$ cat config.mk
export PLATFORM = sky130hd
export DESIGN_NAME = mem_access_stage
export DESIGN_NICKNAME = d
export VERILOG_FILES = /design/src/rtl/mem_access_stage.sv
export SDC_FILE = /design/constraint.sdc
export NUM_CORES = 1
export LEC_CHECK = 0
export ABC_AREA = 1
export ABC_CLOCK_PERIOD_IN_PS = 1850
export CAP_MARGIN = 20
export CORE_AREA = 5 5 108 110
export DETAILED_ROUTE_END_ITERATION = 8
export DIE_AREA = 0 0 113 115
export PLACE_DENSITY = 0.8
export SLEW_MARGIN = 20
export SYNTH_ARGS = -nofsm -noshare
export SYNTH_HDL_FRONTEND = slang
export SYNTH_SLANG_ARGS = --single-unit
$ cat constraint.sdc
create_clock -name clk -period 1.85 [get_ports clk]
set_input_delay 0.2775 -clock clk [delete_from_list [all_inputs] [get_ports clk]]
set_output_delay 0.2775 -clock clk [all_outputs]
set_load 0.02 [all_outputs]
$ cat src/rtl/mem_access_stage.sv
// Memory-access pipeline stage: launches loads/stores on a req/ack data bus,
// stalls upstream while a transaction is outstanding and aborts after TIMEOUT_CYCLES.
module mem_access_stage #(
    parameter int TIMEOUT_CYCLES = 16
) (
    input  logic        clk,
    input  logic        reset,
    input  logic [31:0] AluResultM,
    input  logic [31:0] WriteDataM,
    input  logic        MemWriteM,
    input  logic [1:0]  ResultSrcM,
    input  logic        RegWriteM,
    input  logic [2:0]  funct3M,
    output logic [31:0] RD,
    output logic        RegWriteMO,
    output logic        StallM,
    output logic        misaligned_err,
    output logic        bus_err,
    output logic        mem_req,
    output logic        mem_we,
    output logic [31:0] mem_addr,
    output logic [31:0] mem_wdata,
    output logic [3:0]  mem_be,
    input  logic        mem_ack,
    input  logic [31:0] mem_rdata
);

    localparam int CNT_W = (TIMEOUT_CYCLES > 1) ? $clog2(TIMEOUT_CYCLES) : 1;
    localparam logic [CNT_W-1:0] CNT_LAST = CNT_W'(TIMEOUT_CYCLES - 1);

    typedef enum logic {IDLE, BUSY} state_t;

    state_t           state, state_next;
    logic [CNT_W-1:0] cnt;
    logic [1:0]       lat_off;
    logic [2:0]       lat_funct3;
    logic             lat_load;

    logic        is_load, is_mem, size_ok, align_ok, illegal;
    logic [3:0]  be;
    logic [31:0] wdata;
    logic        launch, finish, timeout;
    logic [15:0] lane;
    logic [31:0] load_val;

    // Access decode for the instruction currently in M.
    always_comb begin
        // NOTE: every signal gets a value before any branch, so no path leaves it
        // unassigned and no latch is inferred.
        is_load  = (ResultSrcM == 2'b01);
        is_mem   = MemWriteM | is_load;
        size_ok  = 1'b0;
        align_ok = 1'b1;
        be       = 4'b1111;
        wdata    = WriteDataM;

        if (MemWriteM)
            size_ok = !funct3M[2] && (funct3M[1:0] != 2'b11);
        else
            size_ok = (funct3M[1:0] != 2'b11) && (funct3M != 3'b110);

        case (funct3M[1:0])
            2'b00: begin
                be    = 4'b0001 << AluResultM[1:0];
                wdata = {4{WriteDataM[7:0]}};
            end
            2'b01: begin
                align_ok = !AluResultM[0];
                be       = 4'b0011 << AluResultM[1:0];
                wdata    = {2{WriteDataM[15:0]}};
            end
            default: begin
                align_ok = (AluResultM[1:0] == 2'b00);
            end
        endcase

        illegal = is_mem && !(size_ok && align_ok);
    end

    // Load data alignment and extension using the size/offset latched at launch.
    always_comb begin
        lane = 16'(mem_rdata >> {lat_off, 3'b000});
        case (lat_funct3)
            3'b000:  load_val = {{24{lane[7]}}, lane[7:0]};
            3'b001:  load_val = {{16{lane[15]}}, lane[15:0]};
            3'b100:  load_val = {24'b0, lane[7:0]};
            3'b101:  load_val = {16'b0, lane[15:0]};
            default: load_val = mem_rdata;
        endcase
    end

    assign timeout = (cnt == CNT_LAST);

    always_comb begin
        state_next     = state;
        StallM         = 1'b0;
        RegWriteMO     = 1'b0;
        RD             = '0;
        misaligned_err = 1'b0;
        bus_err        = 1'b0;
        launch         = 1'b0;
        finish         = 1'b0;

        case (state)
            IDLE: begin
                if (!is_mem) begin
                    RegWriteMO = RegWriteM;
                end else if (illegal) begin
                    misaligned_err = 1'b1;
                end else begin
                    StallM     = 1'b1;
                    launch     = 1'b1;
                    state_next = BUSY;
                end
            end
            BUSY: begin
                // An ack in the timeout cycle still completes the access normally.
                if (mem_ack) begin
                    RegWriteMO = RegWriteM;
                    RD         = lat_load ? load_val : '0;
                    finish     = 1'b1;
                    state_next = IDLE;
                end else if (timeout) begin
                    bus_err    = 1'b1;
                    finish     = 1'b1;
                    state_next = IDLE;
                end else begin
                    StallM = 1'b1;
                end
            end
        endcase
    end

    // NOTE: sequential state uses non-blocking assignments so every register
    // samples the pre-edge values, independent of statement order.
    always_ff @(posedge clk) begin
        if (!reset)
            state <= IDLE;
        else
            state <= state_next;
    end

    always_ff @(posedge clk) begin
        if (!reset) begin
            mem_req    <= 1'b0;
            mem_we     <= 1'b0;
            mem_addr   <= '0;
            mem_wdata  <= '0;
            mem_be     <= '0;
            cnt        <= '0;
            lat_off    <= '0;
            lat_funct3 <= '0;
            lat_load   <= 1'b0;
        end else if (launch) begin
            mem_req    <= 1'b1;
            mem_we     <= MemWriteM;
            mem_addr   <= {AluResultM[31:2], 2'b00};
            mem_wdata  <= wdata;
            mem_be     <= be;
            cnt        <= '0;
            lat_off    <= AluResultM[1:0];
            lat_funct3 <= funct3M;
            lat_load   <= is_load & ~MemWriteM;
        end else if (finish) begin
            mem_req <= 1'b0;
        end else if (state == BUSY) begin
            cnt <= cnt + CNT_W'(1);
        end
    end

endmodule

==> impl_metrics.sql <==
INSERT INTO impl_metrics (metric_group, metric, value, unit) VALUES
('yosys', 'synth.ff_latch_count', '79', ''),
('floorplan', 'die_w', '113', 'µm'),
('power', 'finalPower', '4.56', 'mW'),
('worst_setup_path', 'crit_fanout', '8', ''),
('clock_network', 'clockRootBuffer', 'clkbuf_8', ''),
('clock_network', 'clock_tree_from_tritoncts', 'built', ''),
('worst_setup_path', 'path_class', 'reg -> out', ''),
('yosys', 'synth_seq_area_share', '37.7', '%'),
('yosys', 'post_synth_fa_ha_maj_area_fraction', '0.298', '%'),
('yosys', 'synth_top_family_by_area', 'simple AND/OR/NAND/NOR gates', ''),
('min_path', 'hold_path_class', 'in -> reg', ''),
('worst_setup_path', 'timing.critical_path.buf_inv', '2', ''),
('detailed_routing', 'dr_iter_0_viols', '395', ''),
('detailed_routing', 'drt_pre_antenna_iters', '5', ''),
('yosys', 'synth_compound_area_share', '16.1', '%'),
('sta', 'hold_violations', '0', ''),
('place', 'gp_congestion', '0.912', ''),
('final_layout', 'drive_above_1_share', '24.6', '%'),
('yosys', 'synth-simple-area-share', '36.1', '%'),
('global_routing', 'first_global_vias', '5362', ''),
('power', 'peakVddDrop', '0.641', 'mV'),
('clock_network', 'h-tree-depth', '3', ''),
('yosys', 'post_synthesis_cell_area', '0.00420', 'mm²'),
('floorplan', 'top_level_ports', '212', ''),
('place', 'dp_hpwl', '12500', 'µm'),
('clock_network', 'clock-sinks', '79', ''),
('sta', 'setup_viol', '31', ''),
('clock_network', 'clk_latency', '0.36', 'ns'),
('place', 'placement.io_buffers', '209', ''),
('final_layout', 'areaGrowthSynthToFinish', '73.1', '%'),
('sta', 'finClkSkew', '0.00769', 'ns'),
('floorplan', 'chipHeight', '115', 'µm'),
('clock_network', 'ctsHoldBuffers', '0', ''),
('worst_setup_path', 'critical_path_depth', '9', ''),
('global_routing', 'grt_first_pass_wirelength', '25600', 'µm'),
('yosys', 'postSynthCellCount', '638', ''),
('final_layout', 'multiInputGateArea', '0.00251', 'mm²'),
('sta', 'drv_slew', '0', ''),
('sta', 'rsz0062_at_grt', 'yes', ''),
('sta', 'fin_crit', '2.00', 'ns'),
('global_routing', 'grt_use_total', '24.5', '%'),
('yosys', 'synth_top_area_cell', 'dfxtp_1', ''),
('clock_network', 'clk_pin_slew', '0.08', 'ns'),
('yosys', 'netlist_top_cells_area', 'dfxtp_1 38%, nand2_1 14%, nor2_1 12%', ''),
('clock_network', 'clock_buffer_count_from_cts', '9', ''),
('final_layout', 'nNetsFinal', '994', ''),
('floorplan', 'placement_rows', '38', ''),
('floorplan', 'initial_core_util', '39.6', '%'),
('final_layout', 'nFillCells', '882', ''),
('detailed_routing', 'routed_wirelength', '17200', 'µm'),
('outcome', 'violations', 'setup timing', ''),
('worst_setup_path', 'startpoint_type', 'register', ''),
('floorplan', 'floorplan.die_area', '0.0130', 'mm²'),
('worst_setup_path', 'timing.critical_path.cells', 'buf_8 > nand2_1 > nand3_1 > nand2_1 > nand2_2 > nand3_4 > nand2_4 > nor2_1 > buf_4', ''),
('worst_setup_path', 'cpMaxStageDelayCell', 'dfxtp_4', ''),
('detailed_routing', 'routed_via_density', '5.12', ''),
('clock_network', 'clockBufferDepth', '2', ''),
('yosys', 'muxShareOfSynthArea', '0', '%'),
('global_routing', 'globalRoute.totalOverflow', '0', ''),
('sta', 'finalWorstSetupSlack', '-0.152', 'ns'),
('yosys', 'synth_top_area_share', '37.7', '%'),
('worst_setup_path', 'cp-end-kind', 'primary output', ''),
('worst_setup_path', 'critPathRequiredTime', '1.57', 'ns'),
('min_path', 'worstHoldPathCells', '4', ''),
('outcome', 'status', 'finished, violations left', ''),
('worst_setup_path', 'r2r.worst_path.cells', '9', ''),
('detailed_routing', 'routed-via-count', '5291', ''),
('power', 'power.leakage', '3.24', 'nW'),
('power', 'power.density_cell_area', '628', 'mW/mm²'),
('yosys', 'ys_types', '30', ''),
('floorplan', 'core_area', '0.0106', 'mm²');
## final cells by class
| cell class | instances | area share [%] |
|---|---|---|
| Multi-Input combinational cell | 493 | 34.6 |
| Timing Repair Buffer | 280 | 37.1 |
| Clock inverter | 4 | 0.431 |
| Inverter | 24 | 1.55 |
| Clock buffer | 12 | 2.00 |
| Tap cell | 140 | 2.41 |
| Antenna cell | 1 | 0.0344 |
| Sequential cell | 79 | 21.9 |
## worst paths after layout
check                    start       endpoint  slack [ns]
setup / recovery    lat_off[0]         RD[20]       -0.15
setup reg to reg         state  lat_funct3[1]        0.23
hold reg to reg   mem_wdata[3]   mem_wdata[3]        0.47
hold / removal           reset   mem_wdata[3]        0.41
## worst min-delay path, cell delays in order
cell	delay, ns
buf_2	0.10
inv_1	0.05
buf_4	0.20
a21oi_2	0.10
## state kept, by name, summed over array words and instances (netlist names)
register and cells:
state 1, lat_load 1, mem_be 4, mem_addr 30, mem_req 1, lat_funct3 3
lat_off 2, mem_we 1, mem_wdata 32, cnt 4
## timing repair
action / 4_1_cts / 5_1_grt
endpoints found under the setup margin: 36 / 38
setup buffers: 4 / 7
gates cloned: 0 / 2
pin swaps: 9 / 28
gates resized for setup: 216 / 73
hold endpoints to repair: 0 / 0
## per-layer routing
metal | vias up | wire length (µm) | track usage (%)
met5 | - | 0 | 0
met4 | 0 | 900 | 13.5
met3 | 58 | 2050 | 11.1
met2 | 284 | 8210 | 41.2
li1 | 2550 | - | -
met1 | 2399 | 6060 | 25.8
## kinds of logic (layout without fill, tap and decap cells)
family / count (synthesis) / after routing
other: 1 / 3
buffers and inverters: 68 / 320
and+or+nand+nor: 365 / 366
DFF: 79 / 79
adders and majority gates: 1 / 1
xor gates and xnor gates: 3 / 3
AOI/OAI and AO/OA: 121 / 121
## synth_stat cells
library cell and number:
a21oi_1 30, a21oi_2 10, a21oi_4 1, buf_1 1
buf_2 7, buf_4 6, buf_6 11, buf_8 1
clkbuf_1 18, conb_1 1, dfxtp_1 79, ha_1 1
inv_1 18, inv_2 4, inv_4 2, nand2_1 154
nand2_2 13, nand2_4 2, nand3_1 49, nand3_2 1
nor2_1 137, nor2_2 2, nor2_8 1, nor3_1 6
o211ai_1 1, o21ai_0 42, o21ai_1 30, o31ai_1 7
xnor2_1 1, xor2_1 2
## where the power goes
group / switching [mW] / total [mW] / internal, mW
logic: 0.776 / 1.50 / 0.726
registers: 0.0759 / 1.90 / 1.82
clock network: 0.632 / 1.16 / 0.527
total: 1.48 / 4.56 / 3.07
## stage by stage
stage	instance area [µm²]	hold WS, ns	std cells	TNS (ns)	worst slack (ns)
2_1_floorplan	4200	0.381	639	0	0.176
3_3_place_gp	6720	0.456	1005	-28.41	-0.573
3_5_place_dp	6720	0.464	1005	-32.09	-0.658
4_1_cts	6970	0.404	1025	-2.03	-0.138
5_1_grt	7260	0.421	1032	-5.67	-0.228
6_report	7260	0.408	1033	-3.24	-0.152
No activity file was read; power rests on OpenSTA's default activity.
